### config.mk
export PLATFORM = sky130hd
export DESIGN_NAME = nf10_pkt_rr_arbiter
export DESIGN_NICKNAME = d
export VERILOG_FILES = /design/src/rtl/nf10_pkt_rr_arbiter.sv
export SDC_FILE = /design/constraint.sdc
export NUM_CORES = 1
export LEC_CHECK = 0
export BUFFER_PORTS_ARGS = -buffer_cell sky130_fd_sc_hd__buf_2
export CORE_AREA = 8 8 490 492
export CTS_CLUSTER_SIZE = 20
export DETAILED_ROUTE_END_ITERATION = 8
export DIE_AREA = 0 0 498 500
export GPL_TIMING_DRIVEN = 0
export SYNTH_ARGS = -nofsm -noshare
export SYNTH_HDL_FRONTEND = slang
export SYNTH_SLANG_ARGS = --single-unit
### constraint.sdc
create_clock -name axi_aclk -period 7 [get_ports axi_aclk]
set_input_delay 0.7 -clock axi_aclk [delete_from_list [all_inputs] [get_ports axi_aclk]]
set_output_delay 0.7 -clock axi_aclk [all_outputs]
set_load 0.01 [all_outputs]
### src/rtl/nf10_pkt_rr_arbiter.sv
// nf10_pkt_rr_arbiter: packet-granular round-robin merge of NUM_PORTS AXI4-Stream
// ingress ports into one registered egress stream, with per-port enable and status.
module nf10_pkt_rr_arbiter #(
  parameter int C_S_AXIS_DATA_WIDTH  = 64,
  parameter int C_S_AXIS_TUSER_WIDTH = 128,
  parameter int NUM_PORTS            = 5
) (
  input  logic                                        axi_aclk,
  input  logic                                        axi_reset,
  input  logic [NUM_PORTS*C_S_AXIS_DATA_WIDTH-1:0]    s_axis_tdata,
  input  logic [NUM_PORTS*C_S_AXIS_DATA_WIDTH/8-1:0]  s_axis_tkeep,
  input  logic [NUM_PORTS*C_S_AXIS_TUSER_WIDTH-1:0]   s_axis_tuser,
  input  logic [NUM_PORTS-1:0]                        s_axis_tvalid,
  input  logic [NUM_PORTS-1:0]                        s_axis_tlast,
  output logic [NUM_PORTS-1:0]                        s_axis_tready,
  output logic [C_S_AXIS_DATA_WIDTH-1:0]              m_axis_tdata,
  output logic [C_S_AXIS_DATA_WIDTH/8-1:0]            m_axis_tkeep,
  output logic [C_S_AXIS_TUSER_WIDTH-1:0]             m_axis_tuser,
  output logic                                        m_axis_tvalid,
  output logic                                        m_axis_tlast,
  input  logic                                        m_axis_tready,
  input  logic [NUM_PORTS-1:0]                        port_enable,
  output logic [2:0]                                  cur_port,
  output logic                                        busy,
  output logic [31:0]                                 pkt_count
);

  localparam int DW = C_S_AXIS_DATA_WIDTH;
  localparam int KW = C_S_AXIS_DATA_WIDTH / 8;
  localparam int UW = C_S_AXIS_TUSER_WIDTH;

  typedef enum logic [0:0] {
    IDLE = 1'b0,
    SEND = 1'b1
  } state_t;

  state_t               state_r;
  state_t               state_nxt_s;
  logic [2:0]           grant_r;
  logic [2:0]           last_grant_r;
  logic [31:0]          pkt_count_r;
  logic [NUM_PORTS-1:0] req_s;
  logic [3:0]           pick_s;
  logic                 pick_found_s;
  logic [DW-1:0]        sel_data_s;
  logic [KW-1:0]        sel_keep_s;
  logic [UW-1:0]        sel_user_s;
  logic                 sel_valid_s;
  logic                 sel_last_s;
  logic                 out_ready_s;
  logic                 accept_s;
  logic                 pkt_done_s;

  // Returns {any_request, winner}: first requester strictly after 'last', wrapping.
  function automatic logic [3:0] rr_pick(input logic [NUM_PORTS-1:0] req,
                                         input logic [2:0]           last);
    logic [2*NUM_PORTS-1:0] rot;
    logic [2:0]             pick;
    rot  = {req, req} >> ({1'b0, last} + 4'd1);
    pick = last;
    for (int j = NUM_PORTS - 1; j >= 0; j--) begin
      pick = rot[j] ? 3'((int'(last) + 1 + j) % NUM_PORTS) : pick;
    end
    return {|req, pick};
  endfunction

  assign req_s        = s_axis_tvalid & port_enable;
  assign pick_s       = rr_pick(req_s, last_grant_r);
  assign pick_found_s = pick_s[3];
  assign out_ready_s  = !m_axis_tvalid || m_axis_tready;
  assign accept_s     = (state_r == SEND) && sel_valid_s && out_ready_s;
  assign pkt_done_s   = accept_s && sel_last_s;

  assign cur_port  = grant_r;
  assign busy      = (state_r == SEND);
  assign pkt_count = pkt_count_r;

  // Select the granted port's ingress beat.
  always_comb begin
    sel_data_s  = '0;
    sel_keep_s  = '0;
    sel_user_s  = '0;
    sel_valid_s = 1'b0;
    sel_last_s  = 1'b0;
    for (int i = 0; i < NUM_PORTS; i++) begin
      sel_data_s  = (grant_r == 3'(i)) ? s_axis_tdata[i*DW +: DW] : sel_data_s;
      sel_keep_s  = (grant_r == 3'(i)) ? s_axis_tkeep[i*KW +: KW] : sel_keep_s;
      sel_user_s  = (grant_r == 3'(i)) ? s_axis_tuser[i*UW +: UW] : sel_user_s;
      sel_valid_s = (grant_r == 3'(i)) ? s_axis_tvalid[i]         : sel_valid_s;
      sel_last_s  = (grant_r == 3'(i)) ? s_axis_tlast[i]          : sel_last_s;
    end
  end

  // Ready goes back only to the granted port, combinationally from egress ready.
  always_comb begin
    s_axis_tready = '0;
    for (int i = 0; i < NUM_PORTS; i++) begin
      s_axis_tready[i] = (state_r == SEND) && (grant_r == 3'(i)) && out_ready_s;
    end
  end

  // Next-state logic.
  always_comb begin
    state_nxt_s = state_r;
    case (state_r)
      IDLE: begin
        if (pick_found_s) begin
          state_nxt_s = SEND;
        end else begin
          state_nxt_s = IDLE;
        end
      end
      SEND: begin
        if (pkt_done_s) begin
          state_nxt_s = IDLE;
        end else begin
          state_nxt_s = SEND;
        end
      end
      default: state_nxt_s = IDLE;
    endcase
  end

  // State, grant bookkeeping and packet counter.
  always_ff @(posedge axi_aclk or posedge axi_reset) begin
    if (axi_reset) begin
      state_r      <= IDLE;
      grant_r      <= 3'd0;
      last_grant_r <= 3'(NUM_PORTS - 1);
      pkt_count_r  <= 32'd0;
    end else begin
      state_r <= state_nxt_s;
      if ((state_r == IDLE) && pick_found_s) begin
        grant_r <= pick_s[2:0];
      end
      if (pkt_done_s) begin
        last_grant_r <= grant_r;
        pkt_count_r  <= pkt_count_r + 32'd1;
      end
    end
  end

  // Egress register: load on accept, drain on downstream ready, hold while stalled.
  always_ff @(posedge axi_aclk or posedge axi_reset) begin
    if (axi_reset) begin
      m_axis_tvalid <= 1'b0;
      m_axis_tlast  <= 1'b0;
      m_axis_tdata  <= '0;
      m_axis_tkeep  <= '0;
      m_axis_tuser  <= '0;
    end else if (accept_s) begin
      m_axis_tvalid <= 1'b1;
      m_axis_tlast  <= sel_last_s;
      m_axis_tdata  <= sel_data_s;
      m_axis_tkeep  <= sel_keep_s;
      m_axis_tuser  <= sel_user_s;
    end else if (m_axis_tready) begin
      m_axis_tvalid <= 1'b0;
    end
  end

endmodule

==> reports/summary.txt <==
first-pass GRT wire length - 242000 µm
P_int - 6.10 mW
Final Hold Viols - 0
Final HPWL DP - 174000 µm
met3 usage - 8.72%
Die Ht - 500 µm
synthesized area per cell - 9.14 µm²
cts repair resizes - 0
cts hold-fix bufs - 0
hold_ws - 257 ps
grt peak-use layer - met2
number of global-route vias before repair - 23048
Rows - 177
critical path capture point type - flip-flop
Post-CTS Repair Setup Buffers - 0
Num Clock Sinks - 241
crit share post-route - 84.2%
EDFF count, synth - 0
data required time at the worst endpoint - 7470 ps
synthesis-to-finish area growth - 64.9%
CTS tree - done
Clock Root Buffer - clkbuf_16
critical path launch point type - flip-flop
status - finished, final reports clean
M2 GR Usage - 24.7%
clk slew on worst S/H paths - 60 ps
Worst Tran Pin Value - 1400 ps
DRT Wirelength - 196000 µm
total power - 13.4 mW
max_cap viols - 0
Final Max Slew Viols - 0
Synthesized Nets - 3049
vias - 23882
Crit Path Class - reg -> reg
met1 usage - 14.8%
final setup vio count - 0
Comb pwr share - 70.2%
minimum clock period after layout - 5900 ps
wire length per cell - 30.5 µm
Final ANT Viol Nets - 0
pin count of the biggest net entering global routing - 40
RSZ-0062 raised after global routing - false
Ys Warns - 0
io pins - 1261
Sw Share - 54.6%
GRT Util Overall - 14.8%
max_slew headroom - 6.85%
via/cell ratio - 3.71
initial antenna violation count - 197
clock skew - 28.1 ps
grt ovf - 0
Port Buffers - 1260
register area share after synthesis - 33.1%
VDD IR max - 245 µV
first-pass iteration count of the detailed router - 5
fmax - 170 MHz
die outline area - 0.249 mm²
FFs w/ async S/R, synth - 100%
P per Cell Area - 447 mW/mm²
Core Area - 0.232 mm²
flop and latch count out of synthesis - 241
count of cell types in the netlist - 78
layout cells sized above 1 - 46.4%
Inserted Clock Buffers - 35
Die W - 498 µm
crit path max fanout - 10
drt initial violations - 2391
Post-Syn Area - 0.0182 mm²
maximum buffer depth of the clock tree - 3
Hold WC Path Type - in -> async
clock power share - 14.5%
RePlAce Congestion - 1.02
Cells after Synth - 1994
CP arrival - 6370 ps
initial core utilization - 7.86%
Layout Utilization - 13.0%
H-tree levels - 2
Sequential Power Share - 15.3%
Net Sw Power - 7.34 mW
Synth Flop Type - dfrtp_1
DRC violations left - 0
number of nets in the layout - 4365
Pleak - 13.8 nW
clk_lat worst skew - 630 ps
-- cell usage after synthesis (all sizes together) (6+ instances only) --
master | instances | share of area (%)
nand2 | 341 | 7.0
o21ai | 317 | 8.7
dfrtp | 240 | 33
mux2i | 182 | 10
clkbuf | 125 | 2.6
nor2 | 118 | 2.4
mux4 | 116 | 14
a22oi | 114 | 4.7
a21oi | 107 | 2.9
buf | 49 | 1.4
ha | 37 | 2.5
xnor2 | 36 | 1.9
inv | 30 | 0.66
nand3 | 22 | 0.67
nand2b | 12 | 0.45
a31oi | 11 | 0.38
nor3 | 11 | 0.39
nor2b | 10 | 0.34
o211ai | 9 | 0.43
xor2 | 9 | 0.58
nand4 | 8 | 0.31
nand3b | 7 | 0.29
and3 | 6 | 0.21
mux2 | 6 | 0.37
-- logic make-up after synthesis --
group / Yosys count / share of synthesized area (%)
AO/OA/AOI/OAI: 607 / 19.6
AND/OR/NAND/NOR: 556 / 13.0
multiplexers: 304 / 24.7
flip-flops: 241 / 33.1
buffers and inverters: 204 / 4.65
XOR/XNOR: 45 / 2.45
adder cells (fa/ha/maj): 37 / 2.54
-- final cells by class --
class / count / area [µm²]
Timing Repair Buffer: 1279 / 6650
Buffer: 174 / 746
Tap cell: 3043 / 3810
Sequential cell: 241 / 6030
Clock buffer: 50 / 1050
Multi-Input combinational cell: 1549 / 11400
Inverter: 30 / 124
Antenna cell: 57 / 143
Clock inverter: 12 / 140
Fill cell: 26846 / 202000
-- worst max-delay path: stages (launching register included) --
cell,delay (ps)
dfrtp_1,450
buf_2,260
buf_2,240
inv_1,160
ha_1,500
buf_2,340
inv_1,170
ha_1,290
nor3_1,230
a31o_2,220
nand2_1,70
ha_1,300
nand2b_1,170
a311o_1,280
nand2_1,140
nand2_1,80
xnor2_1,250
ha_1,200
nand2b_1,150
nand2_1,60
o21ai_0,70
nand3_1,100
o2111a_1,150
a21oi_1,170
mux2_2,350
o21ai_1,200
a31oi_1,140
-- state kept, by name, indices dropped and copies added (netlist names) --
name           count
m_axis_tlast       1
m_axis_tuser     128
m_axis_tkeep       8
busy               1
last_grant_r       3
cur_port           3
m_axis_tvalid      1
m_axis_tdata      64
pkt_count         32
-- worst paths after layout --
kind | from | endpoint | slack [ps] | cells after the start
max | last_grant_r[1] | cur_port[2] | 1100 | 26
min | axi_reset | m_axis_tuser[53] | 260 | 2
max reg2reg | last_grant_r[1] | cur_port[2] | 1100 | 26
min reg2reg | m_axis_tdata[31] | m_axis_tdata[31] | 470 | 2
max in group asynchronous | axi_reset | last_grant_r[2] | 5420 | 5
min in group axi_aclk | s_axis_tdata[259] | m_axis_tdata[3] | 390 | 3
-- layer usage --
layer / up-vias / share of wire (%)
li1: 10014 / -
met1: 11421 / 33
met2: 1809 / 47
met3: 508 / 14
met4: 130 / 5.2
met5: - / 0.44
-- stage by stage --
stage	setup slack (ps)	instances	cell area [µm²]	setup TNS (ps)
floorplan	2200	1994	18200	0
global placement	-604	6297	28400	-2720
detailed placement	1280	6316	28700	0
CTS	971	6378	29900	0
global route	729	6406	30000	0
finish	1100	6435	30100	0
-- power groups by stage --
stage | Clock (mW) | Combinational [mW] | Sequential (mW)
global placement | 0 | 9.40 | 2.05
CTS | 2.05 | 9.57 | 2.05
finish | 1.95 | 9.43 | 2.06
detailed placement | 0 | 9.54 | 2.07
floorplan | 0 | 4.88 | 2.22
global route | 2.06 | 10.1 | 2.10
-- cells in the final DEF (no fill, tap or decap), types with 7 or more instances in the layout --
master        n
a21oi_1     105
a22oi_1     114
a31oi_1      11
buf_1         9
buf_12       13
buf_2      1292
clkbuf_1    117
clkbuf_16    36
clkbuf_2     12
clkbuf_8     10
dfrtp_1     240
diode_2      57
ha_1         37
inv_1        22
mux2i_1     182
mux4_2      116
nand2_1     340
nand2b_1     11
nand3_1      21
nand3b_1      7
nand4_1       7
nor2_1      117
nor2b_1      10
nor3_1        8
o211ai_1      7
o21ai_0     310
o21ai_1       7
xnor2_1      34
xor2_1        7
(Power assumes the default switching activity.)
